## src/rtl/sha2_pkg.sv

```systemverilog
`default_nettype none
// ============================================================================
// Package  : sha2_pkg
// Brief    : Shared SHA-2 message-schedule definitions: round constant tables
//            for SHA-256 (64 x 32) and SHA-512 (80 x 64), sigma rotate/shift
//            amounts, width-selectable sigma0/sigma1 functions, sliding-window
//            index constants and the skid-buffer state encoding.
// Revision : 1.0 - initial release
// ============================================================================
package sha2_pkg;

    // Window positions (0 = oldest word, w[t-16])
    localparam int IDX_T16 = 0;
    localparam int IDX_T15 = 1;
    localparam int IDX_T7  = 9;
    localparam int IDX_T2  = 14;

    // SHA-256 sigma amounts
    localparam int unsigned S256_S0_R1 = 7;
    localparam int unsigned S256_S0_R2 = 18;
    localparam int unsigned S256_S0_SH = 3;
    localparam int unsigned S256_S1_R1 = 17;
    localparam int unsigned S256_S1_R2 = 19;
    localparam int unsigned S256_S1_SH = 10;
    // SHA-512 sigma amounts
    localparam int unsigned S512_S0_R1 = 1;
    localparam int unsigned S512_S0_R2 = 8;
    localparam int unsigned S512_S0_SH = 7;
    localparam int unsigned S512_S1_R1 = 19;
    localparam int unsigned S512_S1_R2 = 61;
    localparam int unsigned S512_S1_SH = 6;

    localparam logic [31:0] K256 [64] = '{
        32'h428a2f98, 32'h71374491, 32'hb5c0fbcf, 32'he9b5dba5, 32'h3956c25b, 32'h59f111f1, 32'h923f82a4, 32'hab1c5ed5,
        32'hd807aa98, 32'h12835b01, 32'h243185be, 32'h550c7dc3, 32'h72be5d74, 32'h80deb1fe, 32'h9bdc06a7, 32'hc19bf174,
        32'he49b69c1, 32'hefbe4786, 32'h0fc19dc6, 32'h240ca1cc, 32'h2de92c6f, 32'h4a7484aa, 32'h5cb0a9dc, 32'h76f988da,
        32'h983e5152, 32'ha831c66d, 32'hb00327c8, 32'hbf597fc7, 32'hc6e00bf3, 32'hd5a79147, 32'h06ca6351, 32'h14292967,
        32'h27b70a85, 32'h2e1b2138, 32'h4d2c6dfc, 32'h53380d13, 32'h650a7354, 32'h766a0abb, 32'h81c2c92e, 32'h92722c85,
        32'ha2bfe8a1, 32'ha81a664b, 32'hc24b8b70, 32'hc76c51a3, 32'hd192e819, 32'hd6990624, 32'hf40e3585, 32'h106aa070,
        32'h19a4c116, 32'h1e376c08, 32'h2748774c, 32'h34b0bcb5, 32'h391c0cb3, 32'h4ed8aa4a, 32'h5b9cca4f, 32'h682e6ff3,
        32'h748f82ee, 32'h78a5636f, 32'h84c87814, 32'h8cc70208, 32'h90befffa, 32'ha4506ceb, 32'hbef9a3f7, 32'hc67178f2
    };

    localparam logic [63:0] K512 [80] = '{
        64'h428a2f98d728ae22, 64'h7137449123ef65cd, 64'hb5c0fbcfec4d3b2f, 64'he9b5dba58189dbbc,
        64'h3956c25bf348b538, 64'h59f111f1b605d019, 64'h923f82a4af194f9b, 64'hab1c5ed5da6d8118,
        64'hd807aa98a3030242, 64'h12835b0145706fbe, 64'h243185be4ee4b28c, 64'h550c7dc3d5ffb4e2,
        64'h72be5d74f27b896f, 64'h80deb1fe3b1696b1, 64'h9bdc06a725c71235, 64'hc19bf174cf692694,
        64'he49b69c19ef14ad2, 64'hefbe4786384f25e3, 64'h0fc19dc68b8cd5b5, 64'h240ca1cc77ac9c65,
        64'h2de92c6f592b0275, 64'h4a7484aa6ea6e483, 64'h5cb0a9dcbd41fbd4, 64'h76f988da831153b5,
        64'h983e5152ee66dfab, 64'ha831c66d2db43210, 64'hb00327c898fb213f, 64'hbf597fc7beef0ee4,
        64'hc6e00bf33da88fc2, 64'hd5a79147930aa725, 64'h06ca6351e003826f, 64'h142929670a0e6e70,
        64'h27b70a8546d22ffc, 64'h2e1b21385c26c926, 64'h4d2c6dfc5ac42aed, 64'h53380d139d95b3df,
        64'h650a73548baf63de, 64'h766a0abb3c77b2a8, 64'h81c2c92e47edaee6, 64'h92722c851482353b,
        64'ha2bfe8a14cf10364, 64'ha81a664bbc423001, 64'hc24b8b70d0f89791, 64'hc76c51a30654be30,
        64'hd192e819d6ef5218, 64'hd69906245565a910, 64'hf40e35855771202a, 64'h106aa07032bbd1b8,
        64'h19a4c116b8d2d0c8, 64'h1e376c085141ab53, 64'h2748774cdf8eeb99, 64'h34b0bcb5e19b48a8,
        64'h391c0cb3c5c95a63, 64'h4ed8aa4ae3418acb, 64'h5b9cca4f7763e373, 64'h682e6ff3d6b2b8a3,
        64'h748f82ee5defb2fc, 64'h78a5636f43172f60, 64'h84c87814a1f0ab72, 64'h8cc702081a6439ec,
        64'h90befffa23631e28, 64'ha4506cebde82bde9, 64'hbef9a3f7b2c67915, 64'hc67178f2e372532b,
        64'hca273eceea26619c, 64'hd186b8c721c0c207, 64'heada7dd6cde0eb1e, 64'hf57d4f7fee6ed178,
        64'h06f067aa72176fba, 64'h0a637dc5a2c898a6, 64'h113f9804bef90dae, 64'h1b710b35131c471b,
        64'h28db77f523047d84, 64'h32caab7b40c72493, 64'h3c9ebe0a15c9bebc, 64'h431d67c49c100d4c,
        64'h4cc5d4becb3e42b6, 64'h597f299cfc657e2a, 64'h5fcb6fab3ad6faec, 64'h6c44198c4a475817
    };

    typedef enum logic [1:0] {
        SKID_EMPTY = 2'd0,
        SKID_ONE   = 2'd1,
        SKID_FULL  = 2'd2
    } skid_state_e;

    // All helpers carry words in a 64-bit container; for 32-bit words the
    // upper half is zero and only the low half is meaningful.
    function automatic logic [63:0] sha2_rotr(input logic [63:0] x, input int unsigned n,
                                              input int unsigned word_w);
        logic [63:0] r;
        if (word_w == 32) r = {32'd0, (x[31:0] >> n) | (x[31:0] << (32 - n))};
        else              r = (x >> n) | (x << (64 - n));
        return r;
    endfunction

    function automatic logic [63:0] sha2_shr(input logic [63:0] x, input int unsigned n,
                                             input int unsigned word_w);
        logic [63:0] r;
        if (word_w == 32) r = {32'd0, x[31:0] >> n};
        else              r = x >> n;
        return r;
    endfunction

    function automatic logic [63:0] sha2_sigma0(input logic [63:0] x, input int unsigned word_w);
        logic [63:0] r;
        if (word_w == 32)
            r = sha2_rotr(x, S256_S0_R1, 32) ^ sha2_rotr(x, S256_S0_R2, 32) ^ sha2_shr(x, S256_S0_SH, 32);
        else
            r = sha2_rotr(x, S512_S0_R1, 64) ^ sha2_rotr(x, S512_S0_R2, 64) ^ sha2_shr(x, S512_S0_SH, 64);
        return r;
    endfunction

    function automatic logic [63:0] sha2_sigma1(input logic [63:0] x, input int unsigned word_w);
        logic [63:0] r;
        if (word_w == 32)
            r = sha2_rotr(x, S256_S1_R1, 32) ^ sha2_rotr(x, S256_S1_R2, 32) ^ sha2_shr(x, S256_S1_SH, 32);
        else
            r = sha2_rotr(x, S512_S1_R1, 64) ^ sha2_rotr(x, S512_S1_R2, 64) ^ sha2_shr(x, S512_S1_SH, 64);
        return r;
    endfunction

    function automatic logic [63:0] sha2_k(input int round, input int word_w);
        logic [63:0] r;
        if (word_w == 32) r = {32'd0, K256[6'(round)]};
        else              r = K512[7'(round)];
        return r;
    endfunction

endpackage
`default_nettype wire

```

## src/rtl/sha2_skid_buf.sv

```systemverilog
`default_nettype none
// ============================================================================
// Module   : sha2_skid_buf
// Brief    : Generic 2-entry valid/ready skid buffer. A main register drives
//            the outputs; a skid register absorbs the one entry that can
//            arrive while downstream stalls, so in_ready can be registered
//            without losing throughput.
// Ports    : clk, rst_n (async, active low), flush (sync clear of entries)
//            in_valid/in_ready/in_data   - upstream side
//            out_valid/out_ready/out_data - downstream side
// Revision : 1.0 - initial release
// ============================================================================
module sha2_skid_buf
    import sha2_pkg::*;
#(
    parameter int DATA_W = 8
) (
    input  logic              clk,
    input  logic              rst_n,
    input  logic              flush,
    input  logic              in_valid,
    output logic              in_ready,
    input  logic [DATA_W-1:0] in_data,
    output logic              out_valid,
    input  logic              out_ready,
    output logic [DATA_W-1:0] out_data
);

    skid_state_e       r_state;
    logic              r_in_ready;
    logic              r_out_valid;
    logic [DATA_W-1:0] r_main;
    logic [DATA_W-1:0] r_skid;

    logic w_in_fire;
    logic w_out_fire;
    logic w_load_main;
    logic w_load_skid;
    logic w_skid_to_main;

    assign w_in_fire  = in_valid & r_in_ready;
    assign w_out_fire = r_out_valid & out_ready;

    assign w_load_main    = w_in_fire & ((r_state == SKID_EMPTY) | ((r_state == SKID_ONE) & w_out_fire));
    assign w_load_skid    = w_in_fire & (r_state == SKID_ONE) & ~w_out_fire;
    assign w_skid_to_main = w_out_fire & (r_state == SKID_FULL);

    // Control state: only the valid/ready view is reset or flushed.
    always_ff @(posedge clk or negedge rst_n) begin
        if (!rst_n) begin
            r_state     <= SKID_EMPTY;
            r_in_ready  <= 1'b1;
            r_out_valid <= 1'b0;
        end else if (flush) begin
            r_state     <= SKID_EMPTY;
            r_in_ready  <= 1'b1;
            r_out_valid <= 1'b0;
        end else begin
            case (r_state)
                SKID_EMPTY: begin
                    if (w_in_fire) begin
                        r_state     <= SKID_ONE;
                        r_out_valid <= 1'b1;
                    end
                end
                SKID_ONE: begin
                    if (w_in_fire && !w_out_fire) begin
                        r_state    <= SKID_FULL;
                        r_in_ready <= 1'b0;
                    end else if (!w_in_fire && w_out_fire) begin
                        r_state     <= SKID_EMPTY;
                        r_out_valid <= 1'b0;
                    end
                end
                SKID_FULL: begin
                    if (w_out_fire) begin
                        r_state    <= SKID_ONE;
                        r_in_ready <= 1'b1;
                    end
                end
                default: begin
                    r_state     <= SKID_EMPTY;
                    r_in_ready  <= 1'b1;
                    r_out_valid <= 1'b0;
                end
            endcase
        end
    end

    // Payload registers carry no reset; contents are ignored while invalid.
    always_ff @(posedge clk) begin
        if (w_load_main)         r_main <= in_data;
        else if (w_skid_to_main) r_main <= r_skid;
        if (w_load_skid)         r_skid <= in_data;
    end

    assign in_ready  = r_in_ready;
    assign out_valid = r_out_valid;
    assign out_data  = r_main;

endmodule
`default_nettype wire

```

## src/rtl/sha2_w_expand_stage.sv

```systemverilog
`default_nettype none
// ============================================================================
// Module   : sha2_w_expand_stage
// Brief    : One handshaked SHA-2 message-schedule stage. Computes
//            W_t = sigma1(w[t-2]) + w[t-7] + sigma0(w[t-15]) + w[t-16]
//            from a 16-word window, slides the window by one word and
//            buffers the result in a 2-entry skid buffer.
// Ports    : clk, rst_n (async, active low), flush
//            in_valid/in_ready/in_win/in_tag
//            out_valid/out_ready/out_win/out_wt/out_tag (+out_wk)
// Config   : SHA2_W_PRECOMP_KW_EN adds out_wk = W_t + K[ROUND].
// Revision : 1.0 - initial release
// ============================================================================
module sha2_w_expand_stage
    import sha2_pkg::*;
#(
    parameter int WORD_W = 32,
    parameter int ROUND  = 16,
    parameter int TAG_W  = 8
) (
    input  logic                 clk,
    input  logic                 rst_n,
    input  logic                 flush,
    input  logic                 in_valid,
    output logic                 in_ready,
    input  logic [16*WORD_W-1:0] in_win,
    input  logic [TAG_W-1:0]     in_tag,
    output logic                 out_valid,
    input  logic                 out_ready,
    output logic [16*WORD_W-1:0] out_win,
    output logic [WORD_W-1:0]    out_wt,
    output logic [TAG_W-1:0]     out_tag
`ifdef SHA2_W_PRECOMP_KW_EN
    ,
    output logic [WORD_W-1:0]    out_wk
`endif
);

    localparam int c_win_w = 16 * WORD_W;
`ifdef SHA2_W_PRECOMP_KW_EN
    localparam int c_tag_lsb = WORD_W;
`else
    localparam int c_tag_lsb = 0;
`endif
    localparam int c_wt_lsb  = c_tag_lsb + TAG_W;
    localparam int c_win_lsb = c_wt_lsb + WORD_W;
    localparam int c_data_w  = c_win_lsb + c_win_w;

    generate
        if (WORD_W != 32 && WORD_W != 64) begin : g_bad_word_w
            $error("sha2_w_expand_stage: WORD_W must be 32 or 64");
        end
        if (ROUND < 16 || ROUND > ((WORD_W == 64) ? 79 : 63)) begin : g_bad_round
            $error("sha2_w_expand_stage: ROUND out of range for WORD_W");
        end
    endgenerate

    logic [WORD_W-1:0] w_t16;
    logic [WORD_W-1:0] w_t15;
    logic [WORD_W-1:0] w_t7;
    logic [WORD_W-1:0] w_t2;
    logic [63:0]       w_s0_full;
    logic [63:0]       w_s1_full;
    logic [WORD_W-1:0] w_wt;
    logic [c_data_w-1:0] w_in_data;
    logic [c_data_w-1:0] w_out_data;

    // Word i sits at bit offset (15-i)*WORD_W since the oldest word is the MSB.
    assign w_t16 = in_win[(15 - IDX_T16) * WORD_W +: WORD_W];
    assign w_t15 = in_win[(15 - IDX_T15) * WORD_W +: WORD_W];
    assign w_t7  = in_win[(15 - IDX_T7)  * WORD_W +: WORD_W];
    assign w_t2  = in_win[(15 - IDX_T2)  * WORD_W +: WORD_W];

    assign w_s0_full = sha2_sigma0(64'(w_t15), WORD_W);
    assign w_s1_full = sha2_sigma1(64'(w_t2), WORD_W);

    generate
        if (WORD_W == 32) begin : g_trim_hi
            // Upper container halves are always zero for 32-bit words.
            logic w_unused_hi;
            assign w_unused_hi = ^{w_s0_full[63:32], w_s1_full[63:32]};
        end
    endgenerate

    assign w_wt = w_s1_full[WORD_W-1:0] + w_t7 + w_s0_full[WORD_W-1:0] + w_t16;

`ifdef SHA2_W_PRECOMP_KW_EN
    localparam logic [63:0] c_k_full = sha2_k(ROUND, WORD_W);
    logic [WORD_W-1:0] w_wk;
    assign w_wk      = w_wt + c_k_full[WORD_W-1:0];
    assign w_in_data = {in_win[c_win_w-WORD_W-1:0], w_wt, w_wt, in_tag, w_wk};
`else
    assign w_in_data = {in_win[c_win_w-WORD_W-1:0], w_wt, w_wt, in_tag};
`endif

    sha2_skid_buf #(
        .DATA_W (c_data_w)
    ) u_skid (
        .clk       (clk),
        .rst_n     (rst_n),
        .flush     (flush),
        .in_valid  (in_valid),
        .in_ready  (in_ready),
        .in_data   (w_in_data),
        .out_valid (out_valid),
        .out_ready (out_ready),
        .out_data  (w_out_data)
    );

    assign out_win = w_out_data[c_win_lsb +: c_win_w];
    assign out_wt  = w_out_data[c_wt_lsb  +: WORD_W];
    assign out_tag = w_out_data[c_tag_lsb +: TAG_W];
`ifdef SHA2_W_PRECOMP_KW_EN
    assign out_wk  = w_out_data[0 +: WORD_W];
`endif

endmodule
`default_nettype wire

```

## config.mk

```make
export PLATFORM = sky130hd
export DESIGN_NAME = sha2_w_expand_stage
export DESIGN_NICKNAME = d
export VERILOG_FILES = /design/src/rtl/sha2_pkg.sv /design/src/rtl/sha2_skid_buf.sv /design/src/rtl/sha2_w_expand_stage.sv
export SDC_FILE = /design/constraint.sdc
export NUM_CORES = 1
export LEC_CHECK = 0
export ABC_AREA = 1
export BUFFER_PORTS_ARGS = -buffer_cell sky130_fd_sc_hd__buf_2
export CORE_AREA = 10 10 409 411
export CTS_CLUSTER_DIAMETER = 50
export DETAILED_ROUTE_END_ITERATION = 12
export DIE_AREA = 0 0 419 421
export GPL_TIMING_DRIVEN = 0
export SYNTH_ARGS = -nofsm -noshare
export SYNTH_HDL_FRONTEND = slang
export SYNTH_SLANG_ARGS = --single-unit
```

## constraint.sdc

```tcl
create_clock -name clk -period 30.1 [get_ports clk]
set_input_delay 1.505 -clock clk [delete_from_list [all_inputs] [get_ports clk]]
set_output_delay 1.505 -clock clk [all_outputs]
set_load 0.005 [all_outputs]
```

=== Word level (Yosys, flattened, before mapping) ===
Index checks and enable logic that the tools add are counted.

* Add/sub/neg operators: 3
* Multiply operators: 0
* Divide/modulo/power cells: 0
* Magnitude comparators: 0
* Eq/ne operators: 10
* Shift operators: 0
* Mux-type cells: 17
* Bitwise operators: 17
* Reductions and logical operators: 9

{| class="wikitable"
|+ Operators with widths
! cell !! count
|-
| $mux W552 || 2
|-
| $add A32 B32 Y32 || 3
|-
| $xor A32 B32 Y32 || 2
|-
| $or A13 B32 Y32 || 1
|-
| $or A14 B32 Y32 || 1
|-
| $or A15 B32 Y32 || 1
|-
| $or A25 B32 Y32 || 1
|-
| $xor A32 B22 Y32 || 1
|-
| $xor A32 B29 Y32 || 1
|-
| $mux W2 || 5
|-
| $ne A3 B3 Y1 const B || 3
|-
| $and A1 B1 Y1 || 7
|-
| $mux W1 || 7
|-
| $ne A3 B2 Y1 const B || 2
|-
| $pmux W1 S3 || 2
|-
| $pmux W2 S3 || 1
|-
| $reduce_and A3 Y1 || 2
|-
| $ne A2 B2 Y1 const B || 2
|-
| $ne A4 B4 Y1 const B || 1
|-
| $reduce_and A4 Y1 || 1
|-
| $eq A2 B1 Y1 const B || 1
|-
| $eq A2 B2 Y1 const B || 1
|-
| $logic_and A1 B1 Y1 || 2
|-
| $logic_not A1 Y1 || 2
|-
| 4 further kinds || 4
|}

* Register bits: 1,108
* Latch bits: 0
* RAM bits: 0
* Memory bits (read-only): 0
* Input port bits: 525
* Output and inout port bits: 554
* Memories kept: 0

=== Depth between registers and ports, before layout ===
* Word-level depth: 7
* Gate-level depth with buffers: 19
* Mapped depth without buffers: 18

=== Modules after synthesis ===
Synthesis repeated with hierarchy kept, for this count alone.

* Cell total of the unflattened synthesis: 3,768
* Area total of the unflattened synthesis: 46,415.8 sq um

{| class="wikitable"
|+ By module, submodules not included
! module !! instances !! cells each !! area each (sq um)
|-
| sha2_skid_buf || 1 || 2,982 || 41,355.9
|-
| sha2_w_expand_stage || 1 || 786 || 5,059.9
|}

=== Worst setup path after synthesis ===
Ideal clock, no wire load.

* Kind: input -> register
* From: input out_ready
* To: register u_skid.r_skid[0] (enable)
* Arrival time: 23.408 ns
* Required time: 28.682 ns
* Path slack: 5.274 ns
* Cell stages on the path: 5
* Path buffers: 0
* Cell sequence: nand2_1 -> inv_1 -> nor2_1 -> inv_1 -> nor2_1

* Word-level cells in the longest chain between the ends: 3

{| class="wikitable"
|+ RTL lines
! what !! line !! source
|-
| start, declared || sha2_w_expand_stage.sv:29 || <nowiki>input logic out_ready,</nowiki>
|-
| $and A1 B1 Y1 || sha2_skid_buf.sv:42 || <nowiki>assign w_out_fire = r_out_valid & out_ready;</nowiki>
|-
| $not A1 Y1 || sha2_skid_buf.sv:45 || <nowiki>assign w_load_skid = w_in_fire & (r_state == SKID_ONE) & ~w_out_fire;</nowiki>
|-
| $and A1 B1 Y1 || sha2_skid_buf.sv:45 ||
|-
| net u_skid.w_load_skid || sha2_skid_buf.sv:38 || <nowiki>logic w_load_skid;</nowiki>
|-
| end signal, assigned || sha2_skid_buf.sv:94 || <nowiki>if (w_load_skid) r_skid <= in_data;</nowiki>
|-
| end, declared || sha2_skid_buf.sv:33 || <nowiki>logic [DATA_W-1:0] r_skid;</nowiki>
|}

The timed path passes the listed nets, and every way through them passes these cells.
A chain may end at the register's enable or synchronous reset.

=== Worst setup path after layout ===
* From: input in_valid
* To: register u_skid.r_main[330], in the netlist u_skid.out_data[330] (enable)

* Word-level cells in the longest chain between the ends: 3

{| class="wikitable"
|+ RTL lines
! what !! line !! source
|-
| start, declared || sha2_w_expand_stage.sv:24 || <nowiki>input logic in_valid,</nowiki>
|-
| $and A1 B1 Y1 || sha2_skid_buf.sv:41 || <nowiki>assign w_in_fire = in_valid & r_in_ready;</nowiki>
|-
| $and A1 B1 Y1 || sha2_skid_buf.sv:44 || <nowiki>assign w_load_main = w_in_fire & ((r_state == SKID_EMPTY) | ((r_state == SKID_ONE) & w_out_fire));</nowiki>
|-
| $reduce_bool A2 Y1 (no source line) || n/a ||
|-
| end signal, assigned || sha2_skid_buf.sv:92 || <nowiki>if (w_load_main) r_main <= in_data;</nowiki>
|-
| end signal, assigned || sha2_skid_buf.sv:93 || <nowiki>else if (w_skid_to_main) r_main <= r_skid;</nowiki>
|-
| end, declared || sha2_skid_buf.sv:32 || <nowiki>logic [DATA_W-1:0] r_main;</nowiki>
|}

Every way passes these cells.

==> out/summary.log <==
INFO  timing         max_clock_freq=0.2050GHz
INFO  cells_and_area design.final.nets=5398
INFO  yosys          synthesis.area=0.04332mm^2
INFO  yosys          synth_top_family_by_area=simple AND/OR/NAND/NOR gates
INFO  outcome        outcome=complete, but fails checks
INFO  worst_setup_path critPathMaxStageDelay=0.57ns
INFO  placed_design  pre_cts_ws=24.27ns
INFO  timing         clock_skew=0.02990ns
INFO  power          power.static_leakage=24.58nW
INFO  global_routing gr_overflow_total=0
INFO  timing         rsz0062_at_grt=false
INFO  cells_and_area syn_to_final_growth=31.14%
INFO  outcome        violations_in_the_final_reports=antenna violations
INFO  floorplan      die_area=0.1764mm^2
INFO  detailed_routing drtIter0Drc=2836
INFO  floorplan      floorplan.initialDensity=0.2717
INFO  placed_design  gpl.final_weighted_congestion=0.9460
INFO  flow_run       cap_violations=0
INFO  clocking       setup_fix_buffers_added_after_clock_tree_synthesis=0
INFO  clocking       clockBufferDepth=3
INFO  clocking       number_of_buffers_created_by_cts=140
INFO  worst_setup_path critPathSlowestCell=nand2_4
INFO  hold_path      hp-class=register to register
INFO  clocking       hold_bufs_at_cts=0
INFO  worst_setup_path timing.critical_path.from_type=input port
INFO  floorplan      coreArea=0.1595mm^2
INFO  worst_setup_path cp_common_cell=buf_16
INFO  detailed_routing wirelength=172500um
INFO  yosys          ys_ff_latch=1044
INFO  timing         min_period=4.879ns
INFO  worst_setup_path crit_arrival=5.27ns
INFO  global_routing number_of_global_route_vias_before_repair=30.27k
INFO  clocking       clk_pin_slew_worst_paths=0.05ns
INFO  floorplan      ioPinCount=1079
INFO  placed_design  place_hpwl=137900um
INFO  timing         final_max_slew_viol_count=0
INFO  worst_setup_path critPathMaxFanout=70
INFO  detailed_routing detail_route.drc_violations=0
INFO  worst_setup_path end_kind=register
INFO  timing         worst-slew-pin-transition=0.8962ns
INFO  timing         hold_viol=0
INFO  yosys          mean_syn_cell_area=12.27um^2
INFO  yosys          adder_cell_share_of_the_synthesized_area=0.03760
INFO  yosys          synth_seq_area_share=0.7232
INFO  clocking       ctsResizeCount=0
INFO  cells_and_area instances_no_fill=7015
INFO  clocking       cts_tree=built
INFO  detailed_routing ant_nets_after_route=1
INFO  global_routing pin_count_of_the_biggest_net_entering_global_routing=71
INFO  detailed_routing num_vias=31.03k
INFO  worst_setup_path crit_path_cell_trace=buf_2, nand2_1, nor2_2, nand2_2, buf_2, buf_2, nand2_4, buf_16, buf_16, buf_16, buf_16, buf_16
INFO  placed_design  numPortBuffers=1078
INFO  worst_setup_path setup.worst_path.class=input port to register
INFO  yosys          compound_gate_portion_of_the_synthesized_area=0.007914
INFO  global_routing grt_pass1_wl=235000um
INFO  detailed_routing detail_route.vias_per_cell=4.423
INFO  floorplan      die-width=419um
INFO  yosys          post_synth_xor_area_fraction=0.02724
INFO  yosys          syn_inst=3531
INFO  timing         finalHoldWorstSlack=0.4983ns
INFO  clocking       clock-root-buffer=clkbuf_16
INFO  power          power_per_cell_area=94.87mW/mm^2
INFO  yosys          ys_types=36
INFO  clocking       htree_num_levels=4
INFO  timing         setup-violations-final=0
INFO  clocking       clock_latency=0.75ns
INFO  yosys          yosys_warnings=0
INFO  global_routing globalRouteTotalUtil=0.1869
INFO  cells_and_area final_layout_size_suffix_gt1_frac=0.3073
INFO  timing         min_period_over_period=0.1621
INFO  detailed_routing drt_pass1_iterations=5
INFO  timing         timing.final.ws_setup=25.22ns
INFO  global_routing antenna_found_initial=88
INFO  clocking       cts_num_sinks=1044
INFO  floorplan      fp-row-count=147
INFO  yosys          synth_fp_nets=4149
INFO  yosys          yosys-mux-area-fraction=0
INFO  floorplan      floorplan.die.height=421um
INFO  worst_setup_path worstPathRequired=30.49ns
INFO  timing         slew_headroom=0.4025
INFO  power          ir_worst_vdd=0.04995mV
INFO  detailed_routing route.detailed.wl_per_inst=24.59um
INFO  placed_design  dp.cells=6724
INFO  yosys          yosys.area_share.simple=0.1626
-- logic make-up after synthesis --
| logic type | Yosys count |
|---|---|
| XOR/XNOR | 133 |
| adder cells (fa/ha/maj) | 93 |
| buffers and inverters | 382 |
| AND/OR/NAND/NOR | 1816 |
| AO/OA/AOI/OAI | 63 |
| flip-flops | 1044 |
-- cells in the mapped netlist --
cell      instances  share of area
a211oi_1          1        0.00017
a21oi_1          18         0.0021
a21oi_2           2        0.00040
and2_1           13         0.0019
and2_4            2        0.00040
buf_2            70         0.0081
buf_4            70          0.012
buf_6             1        0.00026
clkbuf_1          7        0.00061
clkinv_1          1       0.000087
clkinv_2          1        0.00012
dfrtp_1           3         0.0017
dfstp_2           1        0.00061
edfxtp_1       1040           0.72
fa_1             62          0.029
ha_1             31         0.0090
inv_1           229          0.020
inv_2             3        0.00026
nand2_1        1685           0.15
nand2_2          18         0.0026
nand3_1          39         0.0045
nand3_2           3        0.00069
nand3b_1          8         0.0014
nand4_1           2        0.00029
nor2_1           37         0.0032
nor2_2            2        0.00029
nor3_1            2        0.00023
nor3_2            5         0.0012
o21a_1            2        0.00035
o21ai_0          37         0.0043
o21bai_1          1        0.00017
o21bai_2          1        0.00026
o221ai_1          1        0.00020
xnor2_1          59          0.012
xor2_1           72          0.015
xor2_2            2        0.00075
-- where the power goes --
part	switching, W	internal (W)	leakage, nW	total [W]
registers	0.000103	0.00204	9.67	0.00214
clock network	0.000698	0.000968	2.23	0.00167
logic	0.00107	0.000515	12.7	0.00158
total	0.00187	0.00352	24.6	0.00539
-- critical path, delay by kind of cell --
kind / cells / cell delay [ns]
buffers and inverters: 8 / 2.33
AND/OR/NAND/NOR: 4 / 1.18
-- layout make-up --
cell class / instances / area [um^2]
Antenna cell: 41 / 102.6
Buffer: 148 / 913.4
Clock buffer: 160 / 3578
Clock inverter: 90 / 1111
Fill cell: 15856 / 102700
Inverter: 234 / 879.6
Multi-Input combinational cell: 2105 / 10210
Sequential cell: 1044 / 31330
Tap cell: 2086 / 2610
Timing Repair Buffer: 1107 / 6073
-- cells in the final DEF, fill, tap and decap left out, drive strengths merged, types with 3 or more instances in the layout --
cell      instances
xnor2            59
a21oi            20
inv             254
dfrtp             3
edfxtp         1040
nand3            42
xor2             74
buf            1248
diode            41
nand3b            8
o21ai            37
clkinv           46
ha               31
nor3              7
clkinvlp         14
fa               62
and2             15
clkbuf          167
nand2          1703
nor2             39
bufinv           10
-- per-layer routing --
layer  vias up  track usage  wire [um]
li1      14161            -          -
met4        32      0.07546       6579
met1     15157       0.2173      64870
met5         -            0        222
met3       311      0.04510      12380
met2      1365       0.3282      88430
-- path summary, 6_finish.rpt --
path                                 start              endpoint  slack, ns  depth (start not counted)
setup / recovery                  in_valid  u_skid.out_data[330]      25.22                         12
hold / removal             u_skid.in_ready       u_skid.in_ready       0.50                          2
setup reg to reg           u_skid.in_ready  u_skid.out_data[330]      25.54                         11
hold reg to reg            u_skid.in_ready       u_skid.in_ready       0.50                          2
max in group asynchronous            rst_n       u_skid.in_ready      29.30                          1
min in group asynchronous            rst_n     u_skid.r_state[1]       0.58                          1
-- stage by stage --
| stage | cell area, um^2 | utilization | setup TNS [ns] | total power [W] |
|---|---|---|---|---|
| finish | 56810 | 0.3563 | 0 | 0.005390 |
| global route | 56780 | 0.3561 | 0 | 0.005680 |
| global placement | 51330 | 0.3219 | -4442.65 | 0.004070 |
| floorplan | 43320 | - | 0 | 0.003179 |
| CTS | 56710 | 0.3556 | 0 | 0.005459 |
| detailed placement | 52020 | 0.3262 | 0 | 0.003776 |
-- flip-flops by register name, summed over array words and instances, names as in the netlist --
name,cells
u_skid.in_ready,1
u_skid.out_data,520
u_skid.out_valid,1
u_skid.r_skid,520
u_skid.r_state,2
Note: power is estimated with default switching activity, not from simulation.
